<file path="src/rtl/state_unpack_cit_unpack_polyvec_group.sv">
`default_nettype none
// ============================================================================
// Module : state_unpack_cit_unpack_polyvec_group
// Brief  : Decompresses one 5-byte ciphertext group into four 12-bit Kyber
//          coefficients using one shared multiplier (one coefficient/cycle).
//          Optional busy output: define UNPACK_GROUP_BUSY_EN.
// Rev    : 1.0  initial release
// ============================================================================
module state_unpack_cit_unpack_polyvec_group #(
   parameter int KYBER_Q     = 3329,
   parameter int COMP_BITS   = 10,
   parameter int CT_WIDTH    = 4*COMP_BITS,
   parameter int COEFF_WIDTH = 12
) (
   input  logic                     clk,
   input  logic                     reset_n,
   input  logic                     enable,
   input  logic                     clear,
   input  logic [CT_WIDTH-1:0]      iCiphertext_Group,
   output logic [4*COEFF_WIDTH-1:0] oCoeffs,
`ifdef UNPACK_GROUP_BUSY_EN
   output logic                     Unpack_Group_busy,
`endif
   output logic                     Unpack_Group_done
);

   localparam int NCOEF  = 4;
   localparam int NBYTES = CT_WIDTH / 8;
   localparam int PROD_W = COMP_BITS + COEFF_WIDTH;
   localparam int ROUND  = 1 << (COMP_BITS - 1);

   typedef enum logic [2:0] {
      S_IDLE  = 3'd0,
      S_LATCH = 3'd1,
      S_DEC0  = 3'd2,
      S_DEC1  = 3'd3,
      S_DEC2  = 3'd4,
      S_DEC3  = 3'd5,
      S_DONE  = 3'd6
   } state_t;

   state_t                   state_q, state_d;
   logic [CT_WIDTH-1:0]      grp_q;
   logic [COMP_BITS-1:0]     t_q     [NCOEF];
   logic [COEFF_WIDTH-1:0]   coeff_q [NCOEF];
   logic [4*COEFF_WIDTH-1:0] coeffs_q;
   logic                     done_q;

   logic [CT_WIDTH-1:0]      grp_le;
   logic [1:0]               mul_idx;
   logic [COMP_BITS-1:0]     mul_op;
   logic [PROD_W-1:0]        prod;
   logic [COEFF_WIDTH-1:0]   coeff_new;

   // Byte 0 sits in the MSBs but fields are packed LSB-first, so byte-reverse
   // once and every field becomes a plain COMP_BITS-wide slice.
   for (genvar b = 0; b < NBYTES; b++) begin : g_byte_rev
      assign grp_le[b*8 +: 8] = grp_q[(NBYTES-1-b)*8 +: 8];
   end

   always_comb begin
      mul_idx = 2'd0;
      case (state_q)
         S_DEC1:  mul_idx = 2'd1;
         S_DEC2:  mul_idx = 2'd2;
         S_DEC3:  mul_idx = 2'd3;
         default: mul_idx = 2'd0;
      endcase
   end

   assign mul_op    = t_q[mul_idx];
   assign prod      = PROD_W'(mul_op) * PROD_W'(KYBER_Q) + PROD_W'(ROUND);
   assign coeff_new = prod[COMP_BITS +: COEFF_WIDTH];

   always_comb begin
      state_d = S_IDLE;
      case (state_q)
         S_IDLE:  state_d = enable ? S_LATCH : S_IDLE;
         S_LATCH: state_d = S_DEC0;
         S_DEC0:  state_d = S_DEC1;
         S_DEC1:  state_d = S_DEC2;
         S_DEC2:  state_d = S_DEC3;
         S_DEC3:  state_d = S_DONE;
         S_DONE:  state_d = S_IDLE;
         default: state_d = S_IDLE;
      endcase
      if (clear) state_d = S_IDLE;
   end

   always_ff @(posedge clk or negedge reset_n) begin
      if (!reset_n) state_q <= S_IDLE;
      else          state_q <= state_d;
   end

   always_ff @(posedge clk or negedge reset_n) begin
      if (!reset_n) begin
         grp_q    <= '0;
         coeffs_q <= '0;
         done_q   <= 1'b0;
         for (int i = 0; i < NCOEF; i++) begin
            t_q[i]     <= '0;
            coeff_q[i] <= '0;
         end
      end else if (clear) begin
         grp_q    <= '0;
         coeffs_q <= '0;
         done_q   <= 1'b0;
         for (int i = 0; i < NCOEF; i++) begin
            t_q[i]     <= '0;
            coeff_q[i] <= '0;
         end
      end else begin
         case (state_q)
            S_IDLE: begin
               done_q <= 1'b0;
               if (enable) grp_q <= iCiphertext_Group;
            end
            S_LATCH: begin
               for (int i = 0; i < NCOEF; i++)
                  t_q[i] <= grp_le[i*COMP_BITS +: COMP_BITS];
            end
            S_DEC0, S_DEC1, S_DEC2, S_DEC3: coeff_q[mul_idx] <= coeff_new;
            S_DONE: begin
               for (int i = 0; i < NCOEF; i++)
                  coeffs_q[(NCOEF-1-i)*COEFF_WIDTH +: COEFF_WIDTH] <= coeff_q[i];
               done_q <= 1'b1;
            end
            default: ;
         endcase
      end
   end

   assign oCoeffs           = coeffs_q;
   assign Unpack_Group_done = done_q;
`ifdef UNPACK_GROUP_BUSY_EN
   assign Unpack_Group_busy = (state_q != S_IDLE);
`endif

endmodule
`default_nettype wire

</file>
<file path="config.mk">
export PLATFORM = sky130hd
export DESIGN_NAME = state_unpack_cit_unpack_polyvec_group
export DESIGN_NICKNAME = d
export VERILOG_FILES = /design/src/rtl/state_unpack_cit_unpack_polyvec_group.sv
export SDC_FILE = /design/constraint.sdc
export NUM_CORES = 1
export LEC_CHECK = 0
export CAP_MARGIN = 20
export CORE_ASPECT_RATIO = 0.9
export CORE_UTILIZATION = 40
export DETAILED_ROUTE_END_ITERATION = 8
export GPL_ROUTABILITY_DRIVEN = 0
export HOLD_SLACK_MARGIN = 0.05
export PLACE_DENSITY_LB_ADDON = 0.05
export SYNTH_ARGS = -nofsm -noshare
export SYNTH_HDL_FRONTEND = slang
export SYNTH_SLANG_ARGS = --single-unit
</file>
<file path="constraint.sdc">
create_clock -name clk -period 10.4 [get_ports clk]
set_input_delay 2.08 -clock clk [delete_from_list [all_inputs] [get_ports clk]]
set_output_delay 2.08 -clock clk [all_outputs]
set_load 0.01 [all_outputs]
</file>
* Word level (Yosys, flattened, before mapping)
Cells that the tools add are included.
** Operators by class
- Equality and inequality tests :: 6
- $mul :: 1
- $lt $le $gt $ge :: 2
- Bitwise operators :: 1
- Add/sub/neg operators :: 1
- Muxes and demuxes :: 21
- Reductions and logical operators :: 10
** Operators by type and width (count)
- 40-bit two-way mux :: 5
- 48-bit two-way mux :: 4
- 48-bit bitwise mux :: 1
- 12-bit demux with 2-bit select :: 1
- 22-bit by 10-bit adder with 22-bit output, second input constant :: 1
- 10-bit by 12-bit multiplier with 22-bit output, second input constant :: 1
- 10-bit binary-select mux with 2-bit select :: 1
- 10-bit two-way mux :: 2
- 3-bit case mux with 6 select lines :: 1
- 12-bit two-way mux :: 1
- 2-bit nonzero test :: 5
- 3-bit equality test, second input constant :: 3
- 3-bit by 2-bit equality test with 1-bit output, second input constant :: 2
- 2-bit case mux with 3 select lines :: 1
- 4-bit OR reduction :: 1
- 3-bit by 1-bit equality test with 1-bit output, second input constant :: 1
- 3-bit >= comparator, second input constant :: 1
- 3-bit logical NOT :: 1
- 3-bit by 1-bit < comparator with 1-bit output, second input constant :: 1
- 3-bit two-way mux :: 1
- 2-bit NOT with 3-bit output :: 1
- 3-bit nonzero test :: 1
- 1-bit two-way mux :: 2
- 1-bit case mux with 2 select lines :: 1
- other kinds (2) :: 2
** Word-level totals
- Bits of input ports :: 44
- Output and inout port bits :: 49
- Word-level logic and storage cells :: 54
- Register bits :: 180

* Longest topological paths before layout
- Depth after elaboration :: 11
- Mapped depth :: 20
- Mapped depth without buffers :: 19

* Worst setup path after synthesis
No wires, ideal clock.
- Kind :: register -> register
- From :: register state_q[0]
- To :: register coeff_q[11] (netlist name)
- Setup time :: 126 ps
- Arrival :: 4361 ps
- Path slack :: 5913 ps
- Stages on the path, launching flop included :: 21
- Period minus slack after synthesis :: 4487 ps
- Path buffers :: 1
- Required time :: 10274 ps
- Cells stage by stage :: dfrtp_1 buf_4 inv_2 nor3_4 nor2_2 a221oi_1 inv_1 ha_1 ha_1 inv_1 fa_1 inv_1 ha_1 ha_1 ha_1 a21oi_1 nor2_1 a211oi_1 o31a_4 nor4_1 a311o_1
** Between the ends
- Longest elaborated chain between the ends :: 11
** Ends and longest elaborated chain
- start: declaration :: line 42 : state_t state_q, state_d;
- start signal: assignment :: line 92 : else state_q <= state_d;
- 3-bit equality test / 3-bit by 2-bit equality test with 1-bit output (equally long branches) :: line 63, 113
- 2-bit case mux with 3 select lines :: line 63 : case (state_q)
- 2-bit NOT with 3-bit output (implied by the code) :: line 71, 122
- 10-bit binary-select mux with 2-bit select :: line 71 : assign mul_op = t_q[mul_idx];
- 10-bit two-way mux (implied by the code) (2 in series) :: line 71
- 10-bit by 12-bit multiplier with 22-bit output :: line 72 : assign prod = PROD_W'(mul_op) * PROD_W'(KYBER_Q) + PROD_W'(ROUND);
- 22-bit by 10-bit adder with 22-bit output :: line 72
- 48-bit bitwise mux :: line 122 : S_DEC0, S_DEC1, S_DEC2, S_DEC3: coeff_q[mul_idx] <= coeff_new;
- 48-bit two-way mux :: line 113 : case (state_q)
- 48-bit two-way mux :: line 104 : end else if (clear) begin
- end signal: indexed assignment :: line 122
- end: declaration :: line 45 : logic [COEFF_WIDTH-1:0] coeff_q [NCOEF];
Several ways; a longest one is shown, not always the timed one. The select of a mux whose other input is x is not followed.
A chain may end at the register's enable or synchronous reset.

* Final worst setup path
- From :: register state_q[0]
- To :: register coeff_q[20] (netlist name)
The elaborated chain is that of the path after synthesis.

==> run summary <==
Status - finished clean
CTS clk-pin slew, worst paths - 0.07 ns
Post-CTS Setup Inserts - 0
Fin Hold WS - 0.492 ns
WP data required - 10.74 ns
Post-synth top flop - dfrtp_1
Layout cells sized above 1 - 6.50%
Post-CTS sizing - 0
GRT overflow - 0
Most frequent cell after synthesis - nand2_1
Post-route ant nets - 0
Slowest stage cell, crit path - dfrtp_1
Final setup vio count - 0
Pin count of the biggest net entering global routing - 109
CTS Buf Count - 17
Yosys reg bits - 180
CP Class - reg2reg
Count of pins over their slew limit - 0
Max cap viols - 0
Synth area leaders - dfrtp_1 54%, nand2_1 9.6%, ha_1 7.7%
CTS Hold Buffers Added - 0
Sequential fraction of the synthesis area - 54.0%
I/O pin cnt - 93
CP Max Fanout - 18
Post-route minimum period - 5.81 ns
Initial antenna violation count - 0
Max_slew headroom - 29.3%
Rows - 49
HPWL Detailed - 13.8 mm
Via count - 6173
Clock latency on the worst-skew pair - 0.43 ns
Synth top cells by count - 214 x nand2_1, 180 x dfrtp_1, 114 x a21oi_1
Power per Cell Area - 152 nW/um2
Most frequent cell on the critical path - ha_1
Die area - 21400 um2
Clk buf depth - 2
Async S/R FF share, synth - 100%
FMAX - 172 MHz
RSZ-0062 raised after global routing - no
Static Leak - 4.67 nW
Synthesis-to-layout area growth - 20.6%
Netlist Area Pre-Place - 8340 um2
EDFF count, synth - 0
Port Buf Inserts - 92
ANT cells - 0
Worst-case reg-to-reg path depth - 18
Top delay family on crit path - adder cells
R2R Setup Slk - 4.59 ns
Worst Tran Pin Value - 1.06 ns
Final Hold Fails - 0
CP Capture Type - register
Vias in the first global route - 6147
CP Launch Type - register
Global-route wire length before repair - 32.7 mm
Share of the synthesized area in the top cell type - 54.0%
Hold WC Path Type - reg2reg
CP Depth - 18
Core area - 20200 um2
Root Driver - clkbuf_16
Yosys warnings - 0
Routed WL - 19.8 mm
Crit path cell chain - inv_2 -> nor3_4 -> nor2_2 -> a221oi_1 -> inv_1 -> ha_1 -> ha_1 -> inv_1 -> fa_1 -> inv_1 -> ha_1 -> ha_1 -> ha_1 -> and3_1 -> mux2_2 -> nor3_1 -> nand2_1 -> a21oi_1
Final setup TNS - 0 ns
Max incr delay on CP - 0.83 ns
Initial Utilization - 41.2%
CTS H-tree depth - 4
Die Span Y - 139 um
Peak supply drop - 0.112 mV
Final worst setup slack - 4.59 ns
Total GRT Usage - 19.5%
Clk_skew - 0.0138 ns
DRT iter0 DRCs - 306
Syn avg cell area - 10.1 um2
Hold Path Stages - 1
Buffers plus inverters on the worst setup path - 4
Dpl ws - 4.55 ns
Yosys cell types - 45
Syn_nets - 926
Die width - 154 um
Avg Vias per Cell - 5.31
Crit path DAT - 6.15 ns
NumNets Final - 996
Pre-Repair DR Iteration Count - 5
DRC Markers - 0
TritonCTS clock tree - yes
Clk sinks - 180
Fin crit share - 55.8%
Post-Syn Instances - 824
Cell taking the most area after synthesis - dfrtp_1
Post-detailed-route wirelength per cell - 17.1 um
[state kept, by name (all words and copies together) (netlist names)]
| name | cells |
|---|---|
| t_q | 40 |
| state_q | 3 |
| oCoeffs | 48 |
| coeff_q | 48 |
| Unpack_Group_done | 1 |
| grp_q | 40 |
[routing by layer]
layer  wire [um]  share of wire, %  global-route usage (%)  up-vias
li1            -                 -                       -     3012
met1        9590                48                    26.7     2989
met2        9200                46                    31.5      149
met3         638               3.2                    3.28       23
met4         406               2.0                    6.74        0
met5           0                 0                       0        -
[cells in the final DEF (no fill, tap or decap), types with 2 or more instances in the layout]
cell type and count:
clkbuf_16 17, o221a_2 5, mux2i_1 10, inv_1 15
o21ai_0 11, nand2b_1 2, nor2_1 40, xnor2_1 6
clkdlybuf4s50_1 90, a311o_1 3, a21oi_1 113, fa_1 7
a211oi_1 5, dfrtp_1 180, a22o_1 62, clkinv_8 2
clkinvlp_4 3, xor2_1 6, nor3_1 4, nor2_2 2
ha_1 51, nor4_1 3, nand2_1 214, inv_8 3
inv_6 4, o21ai_1 2, and3_1 7, buf_4 8
or3_1 2, a221o_1 4, a2111oi_0 2
[final cells by class]
cell class,instances,area [um2]
sequential,180,4500
tap,255,319
fill,1871,10200
clock inverter,15,168
multi-input combinational,578,3590
inverter,16,60.1
timing repair buffer,101,1000
clock buffer,17,425
[through the flow]
stage	instance area (um2)	utilization, %	power (mW)	cells
2_1_floorplan	8340	-	0.835	824
3_3_place_gp	9440	46.7	0.899	1128
3_5_place_dp	9460	46.8	0.903	1129
4_1_cts	10100	49.7	1.55	1161
5_1_grt	10100	49.7	1.60	1162
6_report	10100	49.7	1.53	1162
[cells by family (layout without fill, tap and decap cells)]
family                   Yosys count  in the layout  share of synthesized area [%]
adder cells (fa/ha/maj)           58             58                           9.33
buffers and inverters             66            149                           3.20
multiplexers                      11             11                           1.34
XOR/XNOR                          12             12                           1.26
AO/OA/AOI/OAI                    216            216                           17.4
AND/OR/NAND/NOR                  281            281                           13.5
flip-flops                       180            180                           54.0
[worst reg2reg max path: cells and delay by family (launching register included)]
family          cells  cell delay [ns]
compound gates      2             0.53
fa+ha+maj           6             2.09
buf+inv             4             0.46
flops               1             0.83
mux                 1             0.26
simple gates        5             1.53
[where the power goes]
part	leakage [nW]	internal, mW	total (mW)	switching (mW)
clock network	0.282	0.342	0.642	0.300
logic	1.90	0.0535	0.159	0.105
registers	2.49	0.717	0.730	0.0132
[path summary, 6_finish.rpt]
| kind | from | endpoint |
|---|---|---|
| max | state_q[0]$_DFF_PN0_ | coeff_q[20]$_DFFE_PN0P_ |
| min | coeff_q[41]$_DFFE_PN0P_ | oCoeffs[41]$_DFFE_PN0P_ |
| max reg2reg | state_q[0]$_DFF_PN0_ | coeff_q[20]$_DFFE_PN0P_ |
| min reg2reg | coeff_q[41]$_DFFE_PN0P_ | oCoeffs[41]$_DFFE_PN0P_ |
| max in group asynchronous | reset_n | state_q[2]$_DFF_PN0_ |
| min in group asynchronous | reset_n | oCoeffs[40]$_DFFE_PN0P_ |
No activity file was read; power rests on OpenSTA's default activity.
